**config.mk**
```make
export PLATFORM = sky130hd
export DESIGN_NAME = uart_cmd_sequencer
export DESIGN_NICKNAME = d
export VERILOG_FILES = /design/src/rtl/uart_cmd_sequencer.sv
export SDC_FILE = /design/constraint.sdc
export NUM_CORES = 1
export LEC_CHECK = 0
export BUFFER_PORTS_ARGS = -buffer_cell sky130_fd_sc_hd__buf_2
export CAP_MARGIN = 5
export CORE_MARGIN = 1
export CORE_UTILIZATION = 30
export CTS_CLUSTER_DIAMETER = 40
export DETAILED_ROUTE_END_ITERATION = 6
export PLACE_DENSITY = 0.45
export RECOVER_POWER = 50
export SLEW_MARGIN = 20
export SYNTH_ARGS = -nofsm -noshare
export SYNTH_HDL_FRONTEND = slang
export SYNTH_SLANG_ARGS = --single-unit
export TNS_END_PERCENT = 100
```
**constraint.sdc**
```tcl
create_clock -name clk_100 -period 2.64 [get_ports clk_100]
set_clock_uncertainty 0.1 [all_clocks]
set_input_delay 0.264 -clock clk_100 [delete_from_list [all_inputs] [get_ports clk_100]]
set_output_delay 0.264 -clock clk_100 [all_outputs]
set_load 0.01 [all_outputs]
```
**src/rtl/uart_cmd_sequencer.sv**
```systemverilog
// Host-side byte-command UART sequencer: frames a payload (FF, data, FE, 7F, gap, 7E) and collects readback.
// Optional macro SEQ_CHECKSUM_EN adds an XOR checksum output (rd_xor) over the accepted readback bytes.
module uart_cmd_sequencer #(
    parameter int unsigned       LEN_W      = 9,
    parameter int unsigned       GAP_CYCLES = 1000,
    parameter int unsigned       TMO_W      = 24,
    parameter logic [TMO_W-1:0]  RX_TIMEOUT = TMO_W'(24'd10000000)
) (
    input  logic             clk_100,
    input  logic             Reset_n,
    input  logic             start,
    input  logic [LEN_W-1:0] payload_len,
    input  logic [LEN_W-1:0] rx_expect,
    input  logic [7:0]       pl_byte,
    input  logic             pl_valid,
    output logic             pl_rd,
    input  logic             tx_busy,
    output logic             tx_en,
    output logic [7:0]       tx_byte,
    input  logic             rx_ready,
    input  logic [7:0]       rx_byte,
    output logic [7:0]       rd_byte,
    output logic             rd_valid,
    output logic [LEN_W-1:0] rd_count,
`ifdef SEQ_CHECKSUM_EN
    output logic [7:0]       rd_xor,
`endif
    output logic             busy,
    output logic             done,
    output logic             err_illegal,
    output logic             err_timeout
);

    localparam int unsigned GAP_W = (GAP_CYCLES > 1) ? $clog2(GAP_CYCLES) : 1;

    typedef enum logic [3:0] {
        IDLE, S_START, S_DATA, S_STOP, S_WRITE, GAP, S_TX, RECV, FIN
    } state_t;

    typedef enum logic [1:0] {PH_ISSUE, PH_HOLD, PH_WAIT} phase_t;

    state_t             state_q, state_d;
    phase_t             ph_q, ph_d;
    logic               hold_q, hold_d;
    logic [LEN_W-1:0]   rem_q, rem_d;
    logic [LEN_W-1:0]   rx_exp_q, rx_exp_d;
    logic [GAP_W-1:0]   gap_q, gap_d;
    logic [TMO_W-1:0]   tmo_q, tmo_d;
    logic               tx_en_q, tx_en_d;
    logic               pl_rd_q, pl_rd_d;
    logic [7:0]         tx_byte_q, tx_byte_d;
    logic [7:0]         rd_byte_q, rd_byte_d;
    logic               rd_valid_q, rd_valid_d;
    logic [LEN_W-1:0]   rd_count_q, rd_count_d;
    logic               busy_q, busy_d;
    logic               done_q, done_d;
    logic               err_ill_q, err_ill_d;
    logic               err_tmo_q, err_tmo_d;
    logic [7:0]         xor_q, xor_d;

    logic [7:0]         snd_byte;
    state_t             snd_next;
    logic               is_send;
    logic               pl_illegal;
    logic [LEN_W-1:0]   cnt_inc;

    assign pl_illegal = (pl_byte[7:1] == 7'h7F);
    assign cnt_inc    = (rd_count_q == '1) ? rd_count_q : rd_count_q + LEN_W'(1);
    assign is_send    = (state_q inside {S_START, S_DATA, S_STOP, S_WRITE, S_TX});

    // Next-state and registered-output logic
    always_comb begin
        state_d    = state_q;
        ph_d       = ph_q;
        hold_d     = hold_q;
        rem_d      = rem_q;
        rx_exp_d   = rx_exp_q;
        gap_d      = gap_q;
        tmo_d      = tmo_q;
        tx_en_d    = 1'b0;
        pl_rd_d    = 1'b0;
        tx_byte_d  = tx_byte_q;
        rd_byte_d  = rd_byte_q;
        rd_valid_d = 1'b0;
        rd_count_d = rd_count_q;
        done_d     = 1'b0;
        err_ill_d  = err_ill_q;
        err_tmo_d  = err_tmo_q;
        xor_d      = xor_q;
        snd_byte   = 8'h00;
        snd_next   = IDLE;

        case (state_q)
            IDLE: begin
                if (start) begin
                    rem_d      = payload_len;
                    rx_exp_d   = rx_expect;
                    err_ill_d  = 1'b0;
                    err_tmo_d  = 1'b0;
                    rd_count_d = '0;
                    xor_d      = 8'h00;
                    ph_d       = PH_ISSUE;
                    state_d    = S_START;
                end
            end
            S_START: begin
                snd_byte = 8'hFF;
                snd_next = (rem_q == '0) ? S_STOP : S_DATA;
            end
            S_DATA: begin
                snd_byte = pl_byte;
                snd_next = (rem_q == '0) ? S_STOP : S_DATA;
            end
            S_STOP: begin
                snd_byte = 8'hFE;
                snd_next = err_ill_q ? FIN : S_WRITE;
            end
            S_WRITE: begin
                snd_byte = 8'h7F;
                snd_next = GAP;
            end
            GAP: begin
                // Status byte emitted by the receiver at end of write is deliberately dropped here
                if (gap_q == GAP_W'(GAP_CYCLES - 1)) begin
                    ph_d    = PH_ISSUE;
                    state_d = S_TX;
                end else begin
                    gap_d = gap_q + GAP_W'(1);
                end
            end
            S_TX: begin
                snd_byte = 8'h7E;
                snd_next = (rx_exp_q == '0) ? FIN : RECV;
            end
            RECV: begin
                // A byte landing on the timeout cycle wins over the timeout
                if (rx_ready) begin
                    rd_byte_d  = rx_byte;
                    rd_valid_d = 1'b1;
                    rd_count_d = cnt_inc;
                    xor_d      = xor_q ^ rx_byte;
                    tmo_d      = '0;
                    if (cnt_inc == rx_exp_q) begin
                        state_d = FIN;
                    end
                end else if (tmo_q == RX_TIMEOUT) begin
                    err_tmo_d = 1'b1;
                    state_d   = FIN;
                end else begin
                    tmo_d = tmo_q + TMO_W'(1);
                end
            end
            FIN: begin
                done_d  = 1'b1;
                state_d = IDLE;
            end
            default: state_d = IDLE;
        endcase

        // Shared ISSUE / HOLD / WAIT handshake toward the UART transmitter
        if (is_send) begin
            case (ph_q)
                PH_ISSUE: begin
                    if (state_q == S_DATA && pl_valid && pl_illegal) begin
                        err_ill_d = 1'b1;
                        state_d   = S_STOP;
                    end else if (!tx_busy && (state_q != S_DATA || pl_valid)) begin
                        tx_en_d   = 1'b1;
                        tx_byte_d = snd_byte;
                        hold_d    = 1'b0;
                        ph_d      = PH_HOLD;
                        if (state_q == S_DATA) begin
                            pl_rd_d = 1'b1;
                            rem_d   = rem_q - LEN_W'(1);
                        end
                    end
                end
                PH_HOLD: begin
                    hold_d = 1'b1;
                    if (hold_q) begin
                        ph_d = PH_WAIT;
                    end
                end
                PH_WAIT: begin
                    if (!tx_busy) begin
                        ph_d    = PH_ISSUE;
                        gap_d   = '0;
                        tmo_d   = '0;
                        state_d = snd_next;
                    end
                end
                default: ph_d = PH_ISSUE;
            endcase
        end

        busy_d = (state_d != IDLE);
    end

    // State and output registers
    always_ff @(posedge clk_100 or negedge Reset_n) begin
        if (!Reset_n) begin
            state_q    <= IDLE;
            ph_q       <= PH_ISSUE;
            hold_q     <= 1'b0;
            rem_q      <= '0;
            rx_exp_q   <= '0;
            gap_q      <= '0;
            tmo_q      <= '0;
            tx_en_q    <= 1'b0;
            pl_rd_q    <= 1'b0;
            tx_byte_q  <= 8'h00;
            rd_byte_q  <= 8'h00;
            rd_valid_q <= 1'b0;
            rd_count_q <= '0;
            busy_q     <= 1'b0;
            done_q     <= 1'b0;
            err_ill_q  <= 1'b0;
            err_tmo_q  <= 1'b0;
            xor_q      <= 8'h00;
        end else begin
            state_q    <= state_d;
            ph_q       <= ph_d;
            hold_q     <= hold_d;
            rem_q      <= rem_d;
            rx_exp_q   <= rx_exp_d;
            gap_q      <= gap_d;
            tmo_q      <= tmo_d;
            tx_en_q    <= tx_en_d;
            pl_rd_q    <= pl_rd_d;
            tx_byte_q  <= tx_byte_d;
            rd_byte_q  <= rd_byte_d;
            rd_valid_q <= rd_valid_d;
            rd_count_q <= rd_count_d;
            busy_q     <= busy_d;
            done_q     <= done_d;
            err_ill_q  <= err_ill_d;
            err_tmo_q  <= err_tmo_d;
            xor_q      <= xor_d;
        end
    end

    assign tx_en       = tx_en_q;
    assign pl_rd       = pl_rd_q;
    assign tx_byte     = tx_byte_q;
    assign rd_byte     = rd_byte_q;
    assign rd_valid    = rd_valid_q;
    assign rd_count    = rd_count_q;
    assign busy        = busy_q;
    assign done        = done_q;
    assign err_illegal = err_ill_q;
    assign err_timeout = err_tmo_q;

`ifdef SEQ_CHECKSUM_EN
    assign rd_xor = xor_q;
`else
    logic unused_xor;
    assign unused_xor = ^xor_q;
`endif

endmodule

```
# Word level (Yosys, flattened, before mapping)
# Index checks and enable logic that the tools add are counted.
# classes
addsub,4
n_bitwise,1
mux,70
n_reduce_logical,21
eq_ne,22
# ops
op,n
24-bit 2-to-1 mux,6
9-bit 2-to-1 mux,10
10-bit 2-to-1 mux,5
4-bit 2-to-1 mux,10
8-bit one-hot mux with 5 select lines,1
4-bit one-hot mux with 4 select lines,2
"24-bit by 1-bit adder with 24-bit output, second input constant",1
"24-bit equality test, second input constant",1
1-bit 2-to-1 mux,23
9-bit zero test,2
9-bit one-hot mux with 2 select lines,1
"4-bit by 3-bit equality test with 1-bit output, second input constant",4
2-bit 2-to-1 mux,7
"2-bit inequality test, second input constant",6
4-bit AND reduction,3
"10-bit by 1-bit adder with 10-bit output, second input constant",1
"10-bit equality test, second input constant",1
"9-bit by 1-bit adder with 9-bit output, second input constant",1
9-bit equality test,1
"9-bit equality test, second input constant",1
"9-bit by 1-bit subtractor with 9-bit output, second input constant",1
"4-bit by 2-bit equality test with 1-bit output, second input constant",2
4-bit one-hot mux with 2 select lines,1
"7-bit equality test, second input constant",1
21 further kinds,26
# word_totals
reg_bits,91

# Logic depth before layout (Yosys ltp)
# logic_depth
ltp_word,10
depth_mapped,8
mapped_depth_nobuf,8

# Least setup slack after synthesis
# No wires, ideal clock.
# synth_path
path_kind,register -> register
start,reg rd_count_q[0] (netlist: rd_count[0])
end,reg state_q[1]
slack_ps,290
stages_incl_launch_ff,8
arrival_time_ps,2123
setup_time_ps,126
synth_period_minus_slack_ps,2350
cell_sequence,dfrtp_1 -> ha_1 -> nand4_1 -> and4_4 -> or3_1 -> a2111oi_2 -> a41o_1 -> o21ai_1
# synth_via
elab_chain_cells,9
word_cells_on_any_way,11
# synth_rtl
element,line,rtl
start: declaration,54,"logic [LEN_W-1:0] rd_count_q, rd_count_d;"
start signal: assignment,233,rd_count_q <= rd_count_d;
9-bit by 1-bit adder with 9-bit output or 9-bit equality test (tied branches),68,assign cnt_inc = (rd_count_q == '1) ? rd_count_q : rd_count_q + LEN_W'(1);
9-bit 2-to-1 mux (*),68,
9-bit equality test (*),143,if (cnt_inc == rx_exp_q) begin
4-bit 2-to-1 mux (*),143,
4-bit 2-to-1 mux (*),137,if (rx_ready) begin
4-bit one-hot mux with 4 select lines (*),93,case (state_q)
4-bit 2-to-1 mux (on tied branches),"185, 164",
4-bit one-hot mux with 2 select lines,162,case (ph_q)
4-bit 2-to-1 mux (*),161,if (is_send) begin
named net state_d[1],42,"state_t state_q, state_d;"
end signal: assignment,221,state_q <= state_d;
end: declaration,42,
# The timed path passes the listed nets; every way through them passes the cells marked *.
# A chain may end at the register's enable or synchronous reset.

# Worst setup path after layout
# layout_path
start,reg rd_count_q[0] (netlist: rd_count[0])
end,reg state_q[0]
# The elaborated chain is that of the path after synthesis.

==> impl_results.md <==
* Slew HR at -19.58%
* Full die area at 0.01686 mm2
* Placed cells at 827
* Setup crit start kind: flop
* Worst hold path stage count at 3
* Post-synth EDFFs at 0
* Synth unique cells at 67
* First-pass GRT wire length at approximately 21 mm
* Initial Util at between 30 and 40%
* Syn Std Cell Area at between 0.004 and 0.005 mm2
* RSZ-0062 raised after global routing: no
* Fin crit period at 2.361 ns
* Total Nets Final at 671
* Largest net degree at the start of global routing at between 70 and 80
* Grt total ovfl at 0
* Routed vias/inst at 4.970
* Num CTS Buffers at 9
* Final Cycle Share at 89.43%
* Hold Slack at around 0.015 ns
* Worst Max-Slew Pin Slew at 1.794 ns
* Fmax at about 420 MHz
* CTS tree: done
* Post-synth top area share at a little under half
* Hold buffers post-CTS at 4
* Iteration count of the initial detailed-routing pass at 4
* Yosys warnings at 0
* I/O pin count at between 70 and 80
* DP Area at 0.005579 mm2
* Worst Path Required at around 2.8 ns
* Final setup vio count at 0
* Fillers at 1,654
* Setup TNS at 0 ns
* Maximum clock path buffer count at 2
* Cell taking the most area after synthesis: dfrtp_1
* Lkg Pwr at 2.622 nW
* Synthesized flop and latch total at 91
* Final ANT Viol Nets at 0
* Post-Syn Instances at 542
* CP delay by family, top: simple AND/OR/NAND/NOR gates
* Layout cell share with drive strength beyond 1 at 16.72%
* Initial antenna violation count at 2
* CP arrival at 2.48 ns
* Most frequent cells in the layout: dfrtp_1, nand2_1, nor2_1
* Clk slew on worst S/H paths at 0.06 ns
* HP Class: in2reg
* Final HPWL DP at just over 9 mm
* Worst reg-to-reg path cell count at 7
* Max incr delay on CP at between 0.3 and 0.4 ns
* Status: complete, but fails checks
* Design Area, Final at between 0.005 and 0.006 mm2
* Core Rows at 46
* Largest cells by area after synthesis: dfrtp_1, nand2_1, a21oi_1, nor2_1, xor2_1
* Final hold violations at 0
* Routability cong. at 0.8168
* Non-Filler Instances at 846
* Total core area at 0.01594 mm2
* Clock sink count at 91
* CP max stage cell: a2111oi_2
* Setup crit end kind: flop
* Die Ht at 129.8 um
* Setup bufs post-CTS at 0
* Routed vias at around 4,200
* Final Max Slew Viols at 73
* Post-synthesis async set-or-reset flop share at between 90% and 100%
* Cells along the critical path: ha_1 > nand4_1 > and4_4 > or3_1 > a2111oi_2 > a41o_1 > o21ai_1
* Root buf cell: clkbuf_16
* Post_cts resized at 0
* Register area share after synthesis at 46.44%
* Clock H-tree levels at 3
* Crit path depth at 7
* Vias in the first global route at between 4,000 and 5,000
* Overall routing resource usage at between 10% and 20%
* Insertion delay to the later sink of the worst-skew pair at 0.34 ns
* # Max-Cap Violations at 1
* PwrDens at slightly below 1000 mW/mm2
* Failing checks: capacitance limit, slew limit
* Avg Inst Size Synth at 9.047 um2
* Crit path buf inv count at 0
* Crit path kind: reg2reg
* Count of input and output buffers at 71
* Post-route DRC at 0
* Area delta synth->final at 19.49%
* Iteration-0 DRC Markers at 179
* Most common cell after layout, fill and taps aside: dfrtp_1
* Syn Nets at 587
* Post-synth top flop: dfrtp_1
* Wire length per cell at ~15 um
* WL final at between 10 and 15 mm
* Worst VDD drop at roughly 0.00035 V
* CP Max Fanout at 7
* Die width at around 130 um
cells in the mapped netlist, types with 4 or more instances:
cell type  instances
ha_1               5
o221a_2            7
and2_1             7
xnor2_1           16
inv_1             17
nor3_1            13
nand3_1           28
nor2_1            58
dfrtp_1           91
o21ai_0           13
a311oi_1           5
buf_2              4
and3_1             8
nand2_1           82
nor2b_1            6
a21oi_1           44
nor4_1             6
clkbuf_1          12
or3_1             10
xor2_1            20
a21o_1             4
nand4_1           15
worst paths after layout:
kind,startpoint,to,slack (ns)
max,rd_count[0]$_DFFE_PN0P_,state_q[0]$_DFF_PN0_,0.28
max reg2reg,rd_count[0]$_DFFE_PN0P_,state_q[0]$_DFF_PN0_,0.28
min,rx_expect[8],rx_exp_q[8]$_DFFE_PN0P_,0.02
min in group asynchronous,Reset_n,rd_valid$_DFF_PN0_,0.30
min reg2reg,rd_byte[7]$_DFFE_PN0P_,rd_byte[7]$_DFFE_PN0P_,0.38
max in group asynchronous,Reset_n,tmo_q[7]$_DFF_PN0_,0.98
power breakdown:
group          total [mW]  switching, mW  internal (mW)
clock                1.24          0.520          0.717
sequential           2.50          0.566           1.94
combinational        2.08           1.16          0.922
total                5.82           2.24           3.58
worst min-delay path, cell delays in order:
cell and delay (ns):
buf_2 0.07, nand2_1 0.04, nand2_1 0.04
layout make-up:
type                       instances  area (um2)  area share [%]
antenna                            2       5.005         0.08542
clock buffer                      10       229.0           3.908
clock inverter                     3       42.54          0.7260
inverter                          19       71.32           1.217
multi-input combinational        409        2445           41.73
sequential                        91        2277           38.86
tap                              216       270.3           4.612
timing repair buffer              96       519.2           8.862
cells by family after synthesis:
family,after synthesis,share of synthesized area (%)
compound gates,103,14.37
xor+xnor,36,6.430
fa+ha+maj,5,1.276
buf+inv,42,3.700
flops,91,46.44
mux,4,0.8676
simple gates,261,26.92
stage by stage:
step / util (%) / power [mW] / setup WS, ns
after CTS: 36.95 / 5.917 / 0.2681
after global routing: 36.74 / 6.321 / 0.06859
final: 36.75 / 5.817 / 0.2791
after floorplan: - / 3.912 / 0.2903
after global placement: 34.99 / 4.597 / 0.3217
after detailed placement: 34.99 / 4.628 / 0.2850
flip-flops by register name, summed over array words and instances (netlist names), 2 cells and up:
signal	cells
gap_q	10
ph_q	2
rd_byte	8
rd_count	9
rem_q	9
rx_exp_q	9
state_q	4
tmo_q	24
tx_byte	8
metal layers:
metal | GRT usage [%] | up-vias | share of wire, %
met5 | 0 | - | 0
met4 | 6.361 | 0 | 1.9
met3 | 2.542 | 12 | 3.9
met2 | 25.76 | 85 | 46
met1 | 20.83 | 2009 | 49
li1 | - | 2099 | -
Power figures use the tool's default switching activity.
